File: config.mk
export PLATFORM = sky130hd
export DESIGN_NAME = mlp_layer_sequencer
export DESIGN_NICKNAME = d
export VERILOG_FILES = /design/src/rtl/mlp_layer_sequencer.sv
export SDC_FILE = /design/constraint.sdc
export NUM_CORES = 1
export LEC_CHECK = 0
export BUFFER_PORTS_ARGS = -buffer_cell sky130_fd_sc_hd__buf_2
export CORE_MARGIN = 2
export CORE_UTILIZATION = 30
export CTS_CLUSTER_DIAMETER = 60
export DETAILED_ROUTE_END_ITERATION = 7
export GPL_ROUTABILITY_DRIVEN = 1
export PLACE_DENSITY = 0.55
export RECOVER_POWER = 100
export SLEW_MARGIN = 20
export SYNTH_ARGS = -nofsm -noshare
export SYNTH_HDL_FRONTEND = slang
export SYNTH_SLANG_ARGS = --single-unit
File: constraint.sdc
create_clock -name clk -period 3.25 [get_ports clk]
set_clock_uncertainty 0.15 [all_clocks]
set_input_delay 0.65 -clock clk [delete_from_list [all_inputs] [get_ports clk]]
set_output_delay 0.65 -clock clk [all_outputs]
set_load 0.1 [all_outputs]
File: src/rtl/mlp_layer_sequencer.sv
// rtl/mlp_layer_sequencer.sv - per-layer sequencer streaming bias + inputs into one MLP layer
module mlp_layer_sequencer #(
    parameter int                          N_INPUTS    = 3,
    parameter int                          IN_WIDTH    = 16,
    parameter logic signed [IN_WIDTH-1:0]  BIAS_VAL    = 256,
    parameter int                          RD_LATENCY  = 1,
    parameter int                          MAC_LATENCY = 1,
    localparam int                         IDX_W       = (N_INPUTS > 1) ? $clog2(N_INPUTS) : 1,
    localparam int                         FLAT_W      = (N_INPUTS > 1) ? (N_INPUTS - 1) * IN_WIDTH : 1
) (
    input  logic                       clk,
    input  logic                       rst_n,
    input  logic                       go,
    input  logic [FLAT_W-1:0]          inputs_flat,
    output logic                       ready,
    output logic                       busy,
    output logic                       done,
    output logic [IDX_W-1:0]           layer_input_index,
    output logic signed [IN_WIDTH-1:0] layer_input_value,
    output logic                       layer_start,
    output logic                       layer_valid,
    output logic                       layer_relu_en
);

    localparam int N_DATA    = (N_INPUTS > 1) ? N_INPUTS - 1 : 1;
    // DRAIN covers the read latency of the last index plus the MAC settle time
    localparam int DRAIN_CYC = RD_LATENCY + MAC_LATENCY - 1;
    localparam int DW        = $clog2(DRAIN_CYC + 1);

    localparam logic [IDX_W-1:0] LAST_IDX   = IDX_W'(N_INPUTS - 1);
    localparam logic [DW-1:0]    DRAIN_LAST = DW'(DRAIN_CYC - 1);

    typedef enum logic [2:0] {
        S_IDLE,
        S_ISSUE,
        S_DRAIN,
        S_RELU,
        S_DONE
    } state_t;

    state_t                     state_q;
    logic [IDX_W-1:0]           idx_q;
    logic [DW-1:0]              drain_q;
    logic                       ready_q;
    logic                       busy_q;
    logic                       done_q;
    logic                       relu_q;
    logic signed [IN_WIDTH-1:0] data_q [N_DATA];

    // Issue-stage value/flags for the index currently presented (head of the delay line)
    logic signed [IN_WIDTH-1:0] stage_value_d;
    logic                       stage_start_d;
    logic                       stage_valid_d;

    // Delay line aligning value/start/valid with the layer's weight-memory read
    logic signed [IN_WIDTH-1:0] val_pipe_q [RD_LATENCY];
    logic [RD_LATENCY-1:0]      start_pipe_q;
    logic [RD_LATENCY-1:0]      valid_pipe_q;

    generate
        if (N_INPUTS > 1) begin : g_data
            // Snapshot the input vector on acceptance so later changes are ignored
            always_ff @(posedge clk) begin
                if (!rst_n) begin
                    for (int i = 0; i < N_DATA; i++) data_q[i] <= '0;
                end else if (state_q == S_IDLE && go) begin
                    for (int i = 0; i < N_DATA; i++) data_q[i] <= inputs_flat[i*IN_WIDTH +: IN_WIDTH];
                end
            end
        end else begin : g_no_data
            assign data_q[0] = '0;
        end
    endgenerate

    // Select bias for index 0, otherwise the latched element for this index
    always_comb begin
        stage_value_d = '0;
        stage_start_d = 1'b0;
        stage_valid_d = 1'b0;
        if (state_q == S_ISSUE) begin
            if (idx_q == '0) begin
                stage_start_d = 1'b1;
                stage_value_d = BIAS_VAL;
            end else begin
                stage_valid_d = 1'b1;
                for (int i = 1; i < N_INPUTS; i++) begin
                    if (idx_q == IDX_W'(i)) stage_value_d = data_q[i-1];
                end
            end
        end
    end

    // Shift the issue stage through RD_LATENCY registers; a reset flushes everything in flight
    always_ff @(posedge clk) begin
        if (!rst_n) begin
            for (int i = 0; i < RD_LATENCY; i++) val_pipe_q[i] <= '0;
            start_pipe_q <= '0;
            valid_pipe_q <= '0;
        end else begin
            val_pipe_q[0]   <= stage_value_d;
            start_pipe_q[0] <= stage_start_d;
            valid_pipe_q[0] <= stage_valid_d;
            for (int i = 1; i < RD_LATENCY; i++) begin
                val_pipe_q[i]   <= val_pipe_q[i-1];
                start_pipe_q[i] <= start_pipe_q[i-1];
                valid_pipe_q[i] <= valid_pipe_q[i-1];
            end
        end
    end

    // Control FSM: IDLE -> ISSUE (one index per cycle) -> DRAIN -> RELU -> DONE -> IDLE
    always_ff @(posedge clk) begin
        if (!rst_n) begin
            state_q <= S_IDLE;
            idx_q   <= '0;
            drain_q <= '0;
            ready_q <= 1'b1;
            busy_q  <= 1'b0;
            done_q  <= 1'b0;
            relu_q  <= 1'b0;
        end else begin
            done_q <= 1'b0;
            relu_q <= 1'b0;
            case (state_q)
                S_IDLE: begin
                    if (go) begin
                        state_q <= S_ISSUE;
                        idx_q   <= '0;
                        ready_q <= 1'b0;
                        busy_q  <= 1'b1;
                    end
                end
                S_ISSUE: begin
                    // Index saturates at the last input; no wrap
                    if (idx_q == LAST_IDX) begin
                        state_q <= S_DRAIN;
                        drain_q <= '0;
                    end else begin
                        idx_q <= idx_q + 1'b1;
                    end
                end
                S_DRAIN: begin
                    if (drain_q == DRAIN_LAST) begin
                        state_q <= S_RELU;
                        relu_q  <= 1'b1;
                    end else begin
                        drain_q <= drain_q + 1'b1;
                    end
                end
                S_RELU: begin
                    state_q <= S_DONE;
                    done_q  <= 1'b1;
                end
                S_DONE: begin
                    state_q <= S_IDLE;
                    ready_q <= 1'b1;
                    busy_q  <= 1'b0;
                end
                default: state_q <= S_IDLE;
            endcase
        end
    end

    assign ready             = ready_q;
    assign busy              = busy_q;
    assign done              = done_q;
    assign layer_relu_en     = relu_q;
    assign layer_input_index = idx_q;
    assign layer_input_value = val_pipe_q[RD_LATENCY-1];
    assign layer_start       = start_pipe_q[RD_LATENCY-1];
    assign layer_valid       = valid_pipe_q[RD_LATENCY-1];

endmodule

-- Yosys cells after proc, flatten, opt, wreduce, memory -nomap -nowiden
Memories as Yosys holds them, arrays and structs flattened.
Index checks and enable logic that the tools add are counted.
- register bits: 12
- latch bits: 0
- bits in writable memories: 48
- ROM bits: 0
- input bits: 35
- logic and storage cells: 69
- memories kept: 2
- memories (memory ; words ; width ; read ports ; clocked after Yosys merged registers in ; wr ports ; RTL line ; text):
    data_q ; 2 ; 16 ; 2 ; 0 ; 2 ; 48 ; logic signed [IN_WIDTH-1:0] data_q [N_DATA];
    val_pipe_q ; 1 ; 16 ; 1 ; 0 ; 1 ; 56 ; logic signed [IN_WIDTH-1:0] val_pipe_q [RD_LATENCY];
- $add $sub $neg: 2
- multipliers: 0
- divide/modulo/power cells: 0
- order comparisons: 0
- equal/unequal tests: 10
- shifts and indexed selects: 0
- multiplexer cells: 31
- bitwise logic cells: 2
- reductions and logical operators: 13
- operator list (cell ; number):
    $mux W16 ; 7
    $reduce_or A16 Y1 ; 1
    $mux W1 ; 14
    $pmux W3 S4 ; 1
    $mux W3 ; 3
    $reduce_and A2 Y1 ; 4
    $eq A3 B2 Y1 const B ; 2
    $ne A2 B2 Y1 const B ; 3
    $pmux W1 S2 ; 3
    $reduce_and A3 Y1 ; 2
    $reduce_bool A2 Y1 ; 3
    $mux W2 ; 2
    $pmux W2 S2 ; 1
    $eq A3 B1 Y1 const B ; 1
    $eq A3 B3 Y1 const B ; 1
    $logic_not A3 Y1 ; 1
    $add A2 B1 Y2 const B ; 1
    $eq A2 B1 Y1 const B ; 1
    $eq A2 B2 Y1 const B ; 1
    $logic_not A2 Y1 ; 1
    $ne A2 B1 Y1 const B ; 1
    $or A1 B1 Y1 ; 2
    $add A1 B1 Y1 const B ; 1
    $logic_and A1 B1 Y1 ; 1

-- Longest topological paths before layout
Gate-level depths: netlist (run 1).
- depth in word-level cells: 6
- gate-level depth with buffers: 6

-- Worst setup path before layout (run 1)
No wires, ideal clock.
- kind: register to register
- from: reg idx_q[0] (netlist: layer_input_index[0])
- to: reg state_q[0]
- library setup time: 0.070 ns
- arrival: 1.991 ns
- data required time: 3.030 ns
- setup slack: 1.039 ns
- stages on the path, launching flop included: 6
- buffers on the path: 1
- clock period less this slack: 2.211 ns
- cell sequence: dfxtp_1 -> inv_1 -> ha_1 -> buf_2 -> or3b_1 -> a21oi_1
- cells in the longest elaborated chain, start to end: 3
- RTL lines (element ; RTL line ; text):
    from (decl) ; 42 ; logic [IDX_W-1:0] idx_q;
    from (signal assigned) ; 139 ; idx_q <= idx_q + 1'b1;
    $eq A2 B2 Y1 ; 135 ; if (idx_q == LAST_IDX) begin
    $ne A2 B1 Y1 (no source line) ; - ;
    $reduce_and A3 Y1 (no source line) ; - ;
    to (signal assigned) ; 136 ; state_q <= S_DRAIN;
    to (signal assigned) ; 144 ; state_q <= S_RELU;
    to (signal assigned) ; 151 ; state_q <= S_DONE;
    to (decl) ; 41 ; state_t state_q;
No other way between the ends.
A chain may end at the register's enable or synchronous reset.

==> results of run 1 <==
==> logic make-up (layout without fill, tap and decap cells) <==
group	after synthesis	after routing	synth area share [%]
AND/OR/NAND/NOR	74	74	19.1
buffers and inverters	13	79	3.80
multiplexers	1	1	0.448
AO/OA/AOI/OAI	24	24	7.78
flip-flops	59	59	67.2
adder cells (fa/ha/maj)	3	3	1.68
==> layout make-up <==
class | count | area, µm² | area share [%]
flip-flops and latches | 59 | 1500 | 54.6
multi-input cells | 102 | 629 | 22.9
repair buffers | 59 | 264 | 9.60
clock buffers | 9 | 124 | 4.50
well taps | 99 | 124 | 4.50
clock inverters | 7 | 92.6 | 3.37
inverters | 4 | 15.0 | 0.546
==> power by group through the flow <==
stage                     Sequential (mW)  Combinational, mW  Clock [mW]
after global placement              0.859              0.112           0
final                               0.844              0.106       0.715
after CTS                           0.844              0.113       0.736
after detailed placement            0.860              0.113           0
after floorplan                     0.887             0.0530           0
after global routing                0.848              0.117       0.766
==> Yosys cell counts, types with 2 or more instances <==
cell type | n | share of area [%]
nand3b_1 | 2 | 0.67
nor2b_1 | 2 | 0.56
a21oi_1 | 3 | 0.67
inv_1 | 3 | 0.50
nand2b_1 | 4 | 1.1
dfxtp_1 | 27 | 24
buf_2 | 5 | 1.1
and2_1 | 32 | 9.0
nand4_1 | 2 | 0.56
ha_1 | 3 | 1.7
nor2_1 | 20 | 3.4
nand2_1 | 6 | 1.0
buf_6 | 4 | 2.0
edfxtp_1 | 32 | 43
a22oi_1 | 14 | 4.7
==> flip-flops by register name, indices dropped and copies added (netlist names) <==
name / count
busy: 1
data_q: 32
done: 1
layer_input_index: 2
layer_relu_en: 1
layer_start: 1
layer_valid: 1
ready: 1
state_q: 3
val_pipe_q: 16
==> layer usage <==
| metal | track usage (%) | wire, µm | vias to the layer above |
|---|---|---|---|
| met5 | 0 | 0 | - |
| met4 | 7.69 | 104 | 0 |
| met3 | 3.59 | 255 | 9 |
| met2 | 17.0 | 2020 | 43 |
| met1 | 11.9 | 1750 | 642 |
| li1 | - | - | 727 |
==> worst min-delay path by stage <==
stage / start / to / slack [ps] / cells past startpoint
global placement: data_q[0][11] / val_pipe_q[0][11] / 320 / 2
detailed placement: data_q[0][7] / val_pipe_q[0][7] / 320 / 2
floorplan: data_q[0][0] / val_pipe_q[0][0] / 310 / 2
global route: data_q[0][7] / val_pipe_q[0][7] / 370 / 2
CTS: data_q[0][13] / val_pipe_q[0][13] / 340 / 2
finish: data_q[0][12] / val_pipe_q[0][12] / 340 / 2
==> stage by stage <==
step	setup slack [ps]	utilization [%]	total power [mW]	instances	hold WS, ps
after floorplan	1040	-	0.940	174	309
after global placement	1100	35.7	0.971	323	320
after detailed placement	1010	35.7	0.972	323	322
after CTS	1010	38.7	1.69	339	341
after global routing	443	37.9	1.73	339	373
final	693	37.9	1.66	339	336
==> worst min-delay path: cells and delay by family, from the launching register on <==
kind	cells	cell delay, ps
AND/OR/NAND/NOR	1	70
AO/OA/AOI/OAI	1	60
flip-flops	1	320
==> results.yml, run 1 <==
outcome:
  outcome: "complete, but fails checks"
  violations: "max-capacitance violations, max-slew violations"
sta:
  drv_slew: 33
  period_minus_slack_ps: 2560
  setup-tns-final_ps: 0
  hold_viol_final: 0
  maxSlewHeadroom_pct: -11.5
  fmax_mhz: 391
  rsz0062_at_grt: "false"
  setup_violations: 0
  finalCritPeriodShare_pct: 78.7
  max_slew.worst_pin.slew_ps: 1670
placed_design:
  hpwlAfterDp_um: 2700
  place_area_um2: 2590
  routabilityCongestion: 0.703
  port_buffers: 58
synthesis:
  ys_warn_count: 0
  synthesis.nets: 212
  ys_ff_latch: 59
  synth.distinct_cells: 30
  yosysSeqAreaShare_pct: 67.2
  synthFlopType: "edfxtp_1"
  async_flop_share_pct: 0
  synth_area_um2: 2240
  syn_area_per_cell_um2: 12.8
  synthesis.instances: 174
  synth_edf_count: 32
clock_network:
  max-clock-path-buffers: 2
  htree_levels: 3
  clk_pin_slew_ps: 70
  cts_buffers: 9
  cts.sinks: 59
  post_cts_resized: 0
  clkLatencyLatePin_ps: 330
  cts_tree: "yes"
  cts_setup_buffers: 0
  root_buffer: "clkbuf_8"
  hold_buffers: 0
worst_setup_path:
  cp_data_required_time_ps: 3020
  ff2ff_setup_slack_ps: 690
  crit_family: "buffers and inverters"
  crit_buf_inv: 1
  crit_cells: 4
  path_common_cell: "nand2_1"
  r2r_end: "data_q[0][7]"
  setup.worst_path.end: "data_q[0][7]"
  worstReg2RegStart: "state_q[0]"
  reg2reg_depth: 4
  critical_path.cell_chain: "nor2b_1 -> nand2_1 -> nand2_1 -> clkbuf_1"
  worstSetupEndpointType: "flop"
  crit_type: "flop to flop"
  setup.worst_path.start: "state_q[0]"
  slowest_delay_ps: 1200
  cp-start-kind: "flop"
  critPathArrivalTime_ps: 2330
  critPathSlowestCell: "clkbuf_1"
  worstPathMaxFanout: 32
grt:
  grt_pass1_vias: 1374
  grt_usage_pct: 10.7
  antenna_found_initial: 0
  grt_pass1_wl_um: 6530
  grt_start_max_net_pins: 33
  overflow: 0
floorplanning:
  row_count: 31
  start_util_pct: 30.8
  core_area_um2: 7250
  die_w_um: 90.3
  die_y_um: 90.3
  io_pins: 59
  dieArea_um2: 8160
cells_and_area:
  nFillCells: 749
  nNetsFinal: 273
  diodes: 0
  layout-drive-gt1-share_pct: 21.7
  layout_common_cells: "buf_2 (34), edfxtp_1 (32), dfxtp_1 (27)"
  area_growth_pct: 23.0
  finalInstanceArea_um2: 2750
  final_common_cell: "buf_2"
power:
  cell_internal_pwr_mw: 1.29
  p_sw_mw: 0.373
  powerDensity_nw_per_um2: 605
  ir_drop_mv: 0.185
  share_comb_of_total_power_pct: 6.4
  power_frac_seq_pct: 50.7
  p_leak_nw: 1.04
  swShare_pct: 22.4
  power.share.clock_pct: 42.9
min_path:
  hold_class: "flop to flop"
detailed_routing:
  wirelength_um: 4130
  num_vias: 1421
  post_drt_wl_per_cell_um: 12.2
  route.detailed.drc: 0
  drt_pass1_iterations: 4
  first_iter_violations: 77
  ant_nets: 0
  viasPerCell: 4.19
run:
  max-cap-violations: 1
Note: power is estimated with default switching activity, not from simulation.
==> inputs of run 2 (changes only) <==
- clock period: 3.25 -> 2.4 ns (I/O delays scaled with it)
==> run 2 against run 1 <==
- fmax is 29% higher
- sequential share of layout area is 1.1 points lower
- power is 36% higher
- non-clock buffer count is 2 higher
- register-to-register slack worse by 270 ps
- largest cell class unchanged
- count of clock-buffer cells in the layout is 1 higher
- the run now ends clean
- wire length is 0.73% higher
- worst setup slack worse by 270 ps
- critical path type unchanged
- combinational power is 40% higher
- first-iteration DRC count is 3.9% lower
- hold slack worse by 63 ps
==> results.yml, run 2 (synthesis gave the netlist of run 1 again) <==
clock_network:
  cts_setup_buffers: 0
  cts.sinks: 59
  clkLatencyLatePin_ps: 330
  cts_buffers: 9
  root_buffer: "clkbuf_8"
  clk_pin_slew_ps: 70
  hold_buffers: 0
  post_cts_resized: 0
  cts_tree: "yes"
  max-clock-path-buffers: 2
  htree_levels: 3
cells_and_area:
  largest_reg_flops: 32
  layout-drive-gt1-share_pct: 33.1
  post-route-util_pct: 38.7
  regMostFlops: "data_q"
  final_common_cell: "buf_2"
  reg.largest.list: "data_q: 32 flops, val_pipe_q: 16 flops, state_q: 3 flops"
  layout_common_cells: "buf_2 (49), edfxtp_1 (32), dfxtp_1 (27)"
  nNetsFinal: 275
  area_growth_pct: 25.6
  finalNonFillerCells: 341
  diodes: 0
detailed_routing:
  wirelength_um: 4160
  viasPerCell: 4.18
  route.detailed.drc: 0
  post_drt_wl_per_cell_um: 12.2
  ant_nets: 0
  first_iter_violations: 74
  num_vias: 1425
  drt_pass1_iterations: 4
worst_setup_path:
  reg2reg_depth: 4
  crit_type: "flop to flop"
  critPathSlowestCell: "clkbuf_2"
  setup.worst_path.start: "state_q[0]"
  worstPathMaxFanout: 32
  r2r_end: "data_q[0][9]"
  worstReg2RegStart: "state_q[0]"
  setup.worst_path.end: "data_q[0][9]"
  ff2ff_setup_slack_ps: 420
  cp-start-kind: "flop"
  worstSetupEndpointType: "flop"
  slowest_delay_ps: 590
  cp_data_required_time_ps: 2210
  critical_path.cell_chain: "nor2b_1 -> nand2_1 -> nand2_1 -> clkbuf_2"
  path_common_cell: "nand2_1"
  critPathArrivalTime_ps: 1780
grt:
  antenna_found_initial: 0
  grt_pass1_wl_um: 6980
  overflow: 0
  grt_start_max_net_pins: 33
  grt_usage_pct: 11.4
  grt_pass1_vias: 1486
power:
  power.share.clock_pct: 43.2
  power_frac_seq_pct: 50.3
  cell_internal_pwr_mw: 1.77
  swShare_pct: 21.8
  p_sw_mw: 0.496
  p_leak_nw: 1.16
  ir_drop_mv: 0.244
  powerDensity_nw_per_um2: 808
  share_comb_of_total_power_pct: 6.5
sta:
  final.setup.worst_slack_ps: 424
  setup-tns-final_ps: 0
  drv_slew: 0
  finalCritPeriodShare_pct: 82.3
  setup_violations: 0
  hold_viol_final: 0
  period_minus_slack_ps: 1980
  fmax_mhz: 506
  max_slew.worst_pin.slew_ps: 772
  rsz0062_at_grt: "false"
  maxSlewHeadroom_pct: 48.5
placed_design:
  dpl_worst_slack_ps: 580
  port_buffers: 58
  routabilityCongestion: 0.726
  hpwlAfterDp_um: 2710
  placed_cells: 325
floorplanning:
  start_util_pct: 30.8
  io_pins: 59
  die_y_um: 90.3
  dieArea_um2: 8160
  row_count: 31
  die_w_um: 90.3
  core_area_um2: 7250
outcome:
  outcome: "finished clean"
min_path:
  hold_class: "input port to flop"
run:
  max-cap-violations: 0
run 2: worst min path at each step:
stage | start | to | cells after the start
after global placement | data_q[0][11] | val_pipe_q[0][11] | 2
after detailed placement | data_q[0][5] | val_pipe_q[0][5] | 2
after global routing | inputs_flat[5] | data_q[0][5] | 2
after CTS | inputs_flat[22] | data_q[0][22] | 2
final | inputs_flat[5] | data_q[0][5] | 2
after floorplan | data_q[0][0] | val_pipe_q[0][0] | 2
run 2: layout make-up:
class | count | area, µm²
sequential | 59 | 1500
clock inverter | 6 | 78.8
inverter | 4 | 15.0
fill | 750 | 4440
timing repair buffer | 61 | 307
multi-input combinational | 102 | 646
tap | 99 | 124
clock buffer | 10 | 138
run 2: stage by stage:
stage	cell area (µm²)	hold slack (ps)	power, mW
2_1_floorplan	2240	309	1.27
3_3_place_gp	2600	317	1.31
3_5_place_dp	2600	324	1.32
4_1_cts	2820	251	2.30
5_1_grt	2810	260	2.37
6_report	2810	273	2.27
run 2: power by group through the flow:
stage / Combinational (mW) / Clock, mW / Sequential, mW
after floorplan: 0.0718 / 0 / 1.20
after global placement: 0.153 / 0 / 1.16
after detailed placement: 0.154 / 0 / 1.16
after CTS: 0.155 / 1.01 / 1.14
after global routing: 0.164 / 1.06 / 1.15
final: 0.148 / 0.981 / 1.14
run 2: routing by layer:
metal	vias to the layer above	GRT usage, %	share of wire, %
li1	736	-	-
met1	642	13.0	44
met2	41	18.6	50
met3	6	3.92	4.2
met4	0	6.54	1.9
met5	-	0	0
run 2: critical path, delay by kind of cell (launching register included):
family                 cells  cell delay (ps)
buffers and inverters      1              590
flip-flops                 1              450
AND/OR/NAND/NOR            3              400
